===== config.mk =====
export PLATFORM = sky130hd
export DESIGN_NAME = ring_buffer_reader
export DESIGN_NICKNAME = d
export VERILOG_FILES = /design/src/rtl/ring_buf_pkg.sv /design/src/rtl/ring_buf_mem.sv /design/src/rtl/ring_buffer_reader.sv
export SDC_FILE = /design/constraint.sdc
export NUM_CORES = 1
export LEC_CHECK = 0
export ABC_AREA = 1
export CAP_MARGIN = 20
export CORE_MARGIN = 2
export CORE_UTILIZATION = 35
export CTS_CLUSTER_SIZE = 20
export DETAILED_ROUTE_END_ITERATION = 10
export DONT_BUFFER_PORTS = 1
export GPL_ROUTABILITY_DRIVEN = 0
export SETUP_SLACK_MARGIN = 0.02
export SYNTH_ARGS = -nofsm -noshare
export SYNTH_HDL_FRONTEND = slang
export SYNTH_SLANG_ARGS = --single-unit

===== constraint.sdc =====
create_clock -name clk -period 6.4 [get_ports clk]
set_input_delay 1.6 -clock clk [delete_from_list [all_inputs] [get_ports clk]]
set_output_delay 1.6 -clock clk [all_outputs]
set_load 0.02 [all_outputs]

===== src/rtl/ring_buf_pkg.sv =====
// Shared constants, output-stage state type and filter match set for the ring buffer reader.
package ring_buf_pkg;

  localparam int unsigned DATA_W = 8;
  localparam int unsigned DEPTH  = 16;
  localparam int unsigned PTR_W  = 4;

  typedef enum logic [0:0] {
    ST_EMPTY,
    ST_HOLD
  } out_state_e;

  localparam logic [DATA_W-1:0] FILT_A = 8'd0;
  localparam logic [DATA_W-1:0] FILT_B = 8'd5;
  localparam logic [DATA_W-1:0] FILT_C = 8'd10;

  function automatic logic is_filtered(input logic [DATA_W-1:0] d);
    return (d == FILT_A) || (d == FILT_B) || (d == FILT_C);
  endfunction

endpackage


===== src/rtl/ring_buf_mem.sv =====
// DEPTH x DATA_W storage array: registered write port, asynchronous read port.
module ring_buf_mem
  import ring_buf_pkg::*;
(
  input  logic              clk,
  input  logic              we,
  input  logic [PTR_W-1:0]  waddr,
  input  logic [DATA_W-1:0] wdata,
  input  logic [PTR_W-1:0]  raddr,
  output logic [DATA_W-1:0] rdata
);

  logic [DATA_W-1:0] mem [DEPTH];

  // Contents are deliberately not reset; occupancy tracking guards every read.
  always_ff @(posedge clk) begin
    if (we) begin
      mem[waddr] <= wdata;
    end
  end

  assign rdata = mem[raddr];

endmodule


===== src/rtl/ring_buffer_reader.sv =====
// Consumer end of the byte ring buffer: circular store plus registered valid/ready output stage.
// Optional build macro RING_MATCH_FILTER_EN discards pushes of 0x00, 0x05 and 0x0A.
module ring_buffer_reader
  import ring_buf_pkg::*;
(
  input  logic              clk,
  input  logic              rst_n,
  input  logic              wr_en,
  input  logic [DATA_W-1:0] data_in,
  input  logic              clr,
  output logic [DATA_W-1:0] out_data,
  output logic              out_valid,
  input  logic              out_ready,
  output logic [PTR_W:0]    count,
  output logic              full,
  output logic              overflow
);

  localparam logic [PTR_W:0] FullCount = (PTR_W+1)'(DEPTH);

  out_state_e        state_q, state_d;
  logic [PTR_W-1:0]  wr_ptr_q, wr_ptr_d;
  logic [PTR_W-1:0]  rd_ptr_q, rd_ptr_d;
  logic [PTR_W:0]    count_q, count_d;
  logic [DATA_W-1:0] out_data_q, out_data_d;
  logic              overflow_q, overflow_d;
  logic [DATA_W-1:0] rd_data;
  logic              keep, push, drop, pop, mem_we;

`ifdef RING_MATCH_FILTER_EN
  assign keep = !is_filtered(data_in);
`else
  assign keep = 1'b1;
`endif

  assign full   = (count_q == FullCount);
  // Drop decision uses pre-pop occupancy, so a same-cycle pop never rescues a push.
  assign push   = wr_en && keep && !full;
  assign drop   = wr_en && keep && full;
  assign pop    = (count_q != '0) && ((state_q == ST_EMPTY) || out_ready);
  assign mem_we = push && !clr;

  ring_buf_mem u_mem (
    .clk   (clk),
    .we    (mem_we),
    .waddr (wr_ptr_q),
    .wdata (data_in),
    .raddr (rd_ptr_q),
    .rdata (rd_data)
  );

  always_comb begin
    state_d    = state_q;
    wr_ptr_d   = wr_ptr_q;
    rd_ptr_d   = rd_ptr_q;
    count_d    = count_q;
    out_data_d = out_data_q;
    overflow_d = overflow_q;
    if (clr) begin
      state_d    = ST_EMPTY;
      wr_ptr_d   = '0;
      rd_ptr_d   = '0;
      count_d    = '0;
      out_data_d = '0;
      overflow_d = 1'b0;
    end else begin
      if (push) begin
        wr_ptr_d = wr_ptr_q + 1'b1;
      end
      if (pop) begin
        rd_ptr_d   = rd_ptr_q + 1'b1;
        out_data_d = rd_data;
      end
      count_d    = count_q + {{PTR_W{1'b0}}, push} - {{PTR_W{1'b0}}, pop};
      overflow_d = overflow_q | drop;
      unique case (state_q)
        ST_EMPTY: if (pop) state_d = ST_HOLD;
        ST_HOLD:  if (out_ready && !pop) state_d = ST_EMPTY;
        default:  state_d = ST_EMPTY;
      endcase
    end
  end

  always_ff @(posedge clk or negedge rst_n) begin
    if (!rst_n) begin
      state_q    <= ST_EMPTY;
      wr_ptr_q   <= '0;
      rd_ptr_q   <= '0;
      count_q    <= '0;
      out_data_q <= '0;
      overflow_q <= 1'b0;
    end else begin
      state_q    <= state_d;
      wr_ptr_q   <= wr_ptr_d;
      rd_ptr_q   <= rd_ptr_d;
      count_q    <= count_d;
      out_data_q <= out_data_d;
      overflow_q <= overflow_d;
    end
  end

  assign out_data  = out_data_q;
  assign out_valid = (state_q == ST_HOLD);
  assign count     = count_q;
  assign overflow  = overflow_q;

endmodule


==> impl_metrics.env <==
export IMPL_clock_latency_ns=0.43
export IMPL_synth_nets=643
export IMPL_wl_per_cell_um=17.6
export IMPL_start_util_pct=35.4
export IMPL_pin_count=29
export IMPL_ir_worst_vdd_mv=0.210
export IMPL_crit_type="reg2out"
export IMPL_drv_slew=0
export IMPL_syn_cell_area_mm2=0.00655
export IMPL_placed_area_mm2=0.00668
export IMPL_firstDrtPassIters=5
export IMPL_critPathLaunchType="flip-flop"
export IMPL_portBuffers=0
export IMPL_slew_headroom_pct=29.9
export IMPL_first_iter_violations=331
export IMPL_antenna_left=0
export IMPL_syn_avg_cell_area_um2=10.6
export IMPL_finalCriticalPeriod_ns=3.11
export IMPL_maxCapViolCount=0
export IMPL_yosysSeqAreaShare_pct=67.5
export IMPL_die_w_um=141
export IMPL_vias=4276
export IMPL_cts_buffers=17
export IMPL_dieArea_mm2=0.0198
export IMPL_num_nets_final=646
export IMPL_hp_class="reg2reg"
export IMPL_h_tree_depth=4
export IMPL_leakagePower_nw=2.95
export IMPL_cts_root_buf="clkbuf_16"
export IMPL_finalCritPeriodShare_pct=48.5
export IMPL_clock_fmax_mhz=322
export IMPL_final_setup_tns_ns=0
export IMPL_finalClockSkew_ns=0.00938
export IMPL_clock_sinks=151
export IMPL_diodes=0
export IMPL_yosysUniqueCellTypes=26
export IMPL_crit_fanout=3
export IMPL_grt_setup_unrepaired="false"
export IMPL_hold_viol_final=0
export IMPL_grt_pass1_wl_mm=23.2
export IMPL_cts_tree="done"
export IMPL_fin_hold_ws_ns=0.623
export IMPL_grt_pass1_vias=4174
export IMPL_routed_wl_mm=15.3
export IMPL_status="complete, no violations"
export IMPL_critical_path_required_ns=4.80
export IMPL_endpoint_kind="primary output"
export IMPL_synth_seq_cells=151
export IMPL_final_cell_mix="nand2_1, edfxtp_1, nand3_1"
export IMPL_die_h_um=141
export IMPL_final_common_cell="nand2_1"
export IMPL_grt_max_degree=68
export IMPL_worst_slew_pin_slew_ns=1.04
export IMPL_grt_antenna_before_repair=0
export IMPL_setup_viol=0
export IMPL_ctsHoldBuffers=0
export IMPL_powerDensity_mw_per_mm2=375
export IMPL_final_area_mm2=0.00731
export IMPL_yosysWarnings=0
export IMPL_clk_path_buf_depth=2
export IMPL_core_mm2=0.0185
export IMPL_post_cts_buffers=0
export IMPL_vias_per_cell=4.92
export IMPL_track_usage_pct=15.9
export IMPL_arrival_ns=1.51
export IMPL_cts_resized=0
export IMPL_hpwlAfterDp_mm=9.80
export IMPL_area_growth_pct=11.5
export IMPL_grt_ovfl_total=0
export IMPL_route_detailed_drc=0
export IMPL_p_total_mw=2.74
export IMPL_clk_pin_slew_worst_paths_ns=0.06
export IMPL_row_count=50
export IMPL_synthesis_instances=619
export IMPL_drive_gt1_share_pct=6.46
cell type report:
type | instances | area (um2)
tap | 234 | 293
sequential | 151 | 4420
inverter | 64 | 245
timing repair buffer | 7 | 62.6
multi-input combinational | 381 | 1710
clock buffer | 20 | 437
fill | 1761 | 11200
clock inverter | 12 | 134
routing by layer:
| layer | vias up | part of all wire, % | GRT usage (%) |
|---|---|---|---|
| li1 | 2041 | - | - |
| met1 | 2096 | 44 | 20.4 |
| met2 | 116 | 49 | 26.4 |
| met3 | 23 | 4.9 | 3.53 |
| met4 | 0 | 2.1 | 6.42 |
| met5 | - | 0 | 0 |
worst paths after layout:
| path | from | endpoint | slack, ns | cells past startpoint |
|---|---|---|---|---|
| max | count[3] | full | 3.29 | 4 |
| max reg2reg | count[3] | count[4] | 3.65 | 17 |
| min in group asynchronous | rst_n | wr_ptr_q[2] | 0.86 | 0 |
| min reg2reg | out_data[4] | out_data[4] | 0.62 | 2 |
| max in group asynchronous | rst_n | rd_ptr_q[0] | 5.45 | 0 |
| min | out_data[4] | out_data[4] | 0.62 | 2 |
state kept, by name, summed over array words and instances, names as in the netlist:
signal	cells
count	5
out_data	8
out_valid	1
overflow	1
rd_ptr_q	4
u_mem.mem	128
wr_ptr_q	4
synth_stat cells, drive strengths merged:
cell type,count,area share [%]
xor2,2,0.27
a21oi,6,0.46
fa,1,0.31
nor3,10,0.76
clkinv,2,0.11
nand4,2,0.19
nand2,207,12
clkbuf,4,0.23
o21ai,20,1.6
a31oi,1,0.096
edfxtp,128,59
inv,62,3.6
dfrtp,23,8.8
nor2,48,3.0
buf,19,2.4
nand3,74,5.7
ha,10,1.9
worst max-delay path, stage by stage, from the launching register on:
cell and delay (ns):
dfrtp_1 0.47, inv_1 0.12, ha_1 0.16, nand4_1 0.13, inv_1 0.20
per-stage QoR:
step           util [%]  setup WS, ns  instances
2_1_floorplan         -          3.18        619
3_5_place_dp       36.1          2.97        831
5_1_grt            39.5          3.15        869
4_1_cts            39.2          3.28        863
6_report           39.5          3.29        869
3_3_place_gp       36.1          3.01        831
logic make-up (layout without fill, tap and decap cells):
family	Yosys count	after routing	synth area share [%]
flops	151	151	67.5
compound gates	27	27	2.14
simple gates	341	341	21.5
xor+xnor	2	2	0.267
buf+inv	87	103	6.38
fa+ha+maj	11	11	2.22
power by group:
group | switching, mW | total (mW) | internal [mW]
clock network | 0.373 | 0.977 | 0.604
logic | 0.399 | 0.564 | 0.165
registers | 0.0831 | 1.20 | 1.12
No activity file was read; power rests on OpenSTA's default activity.
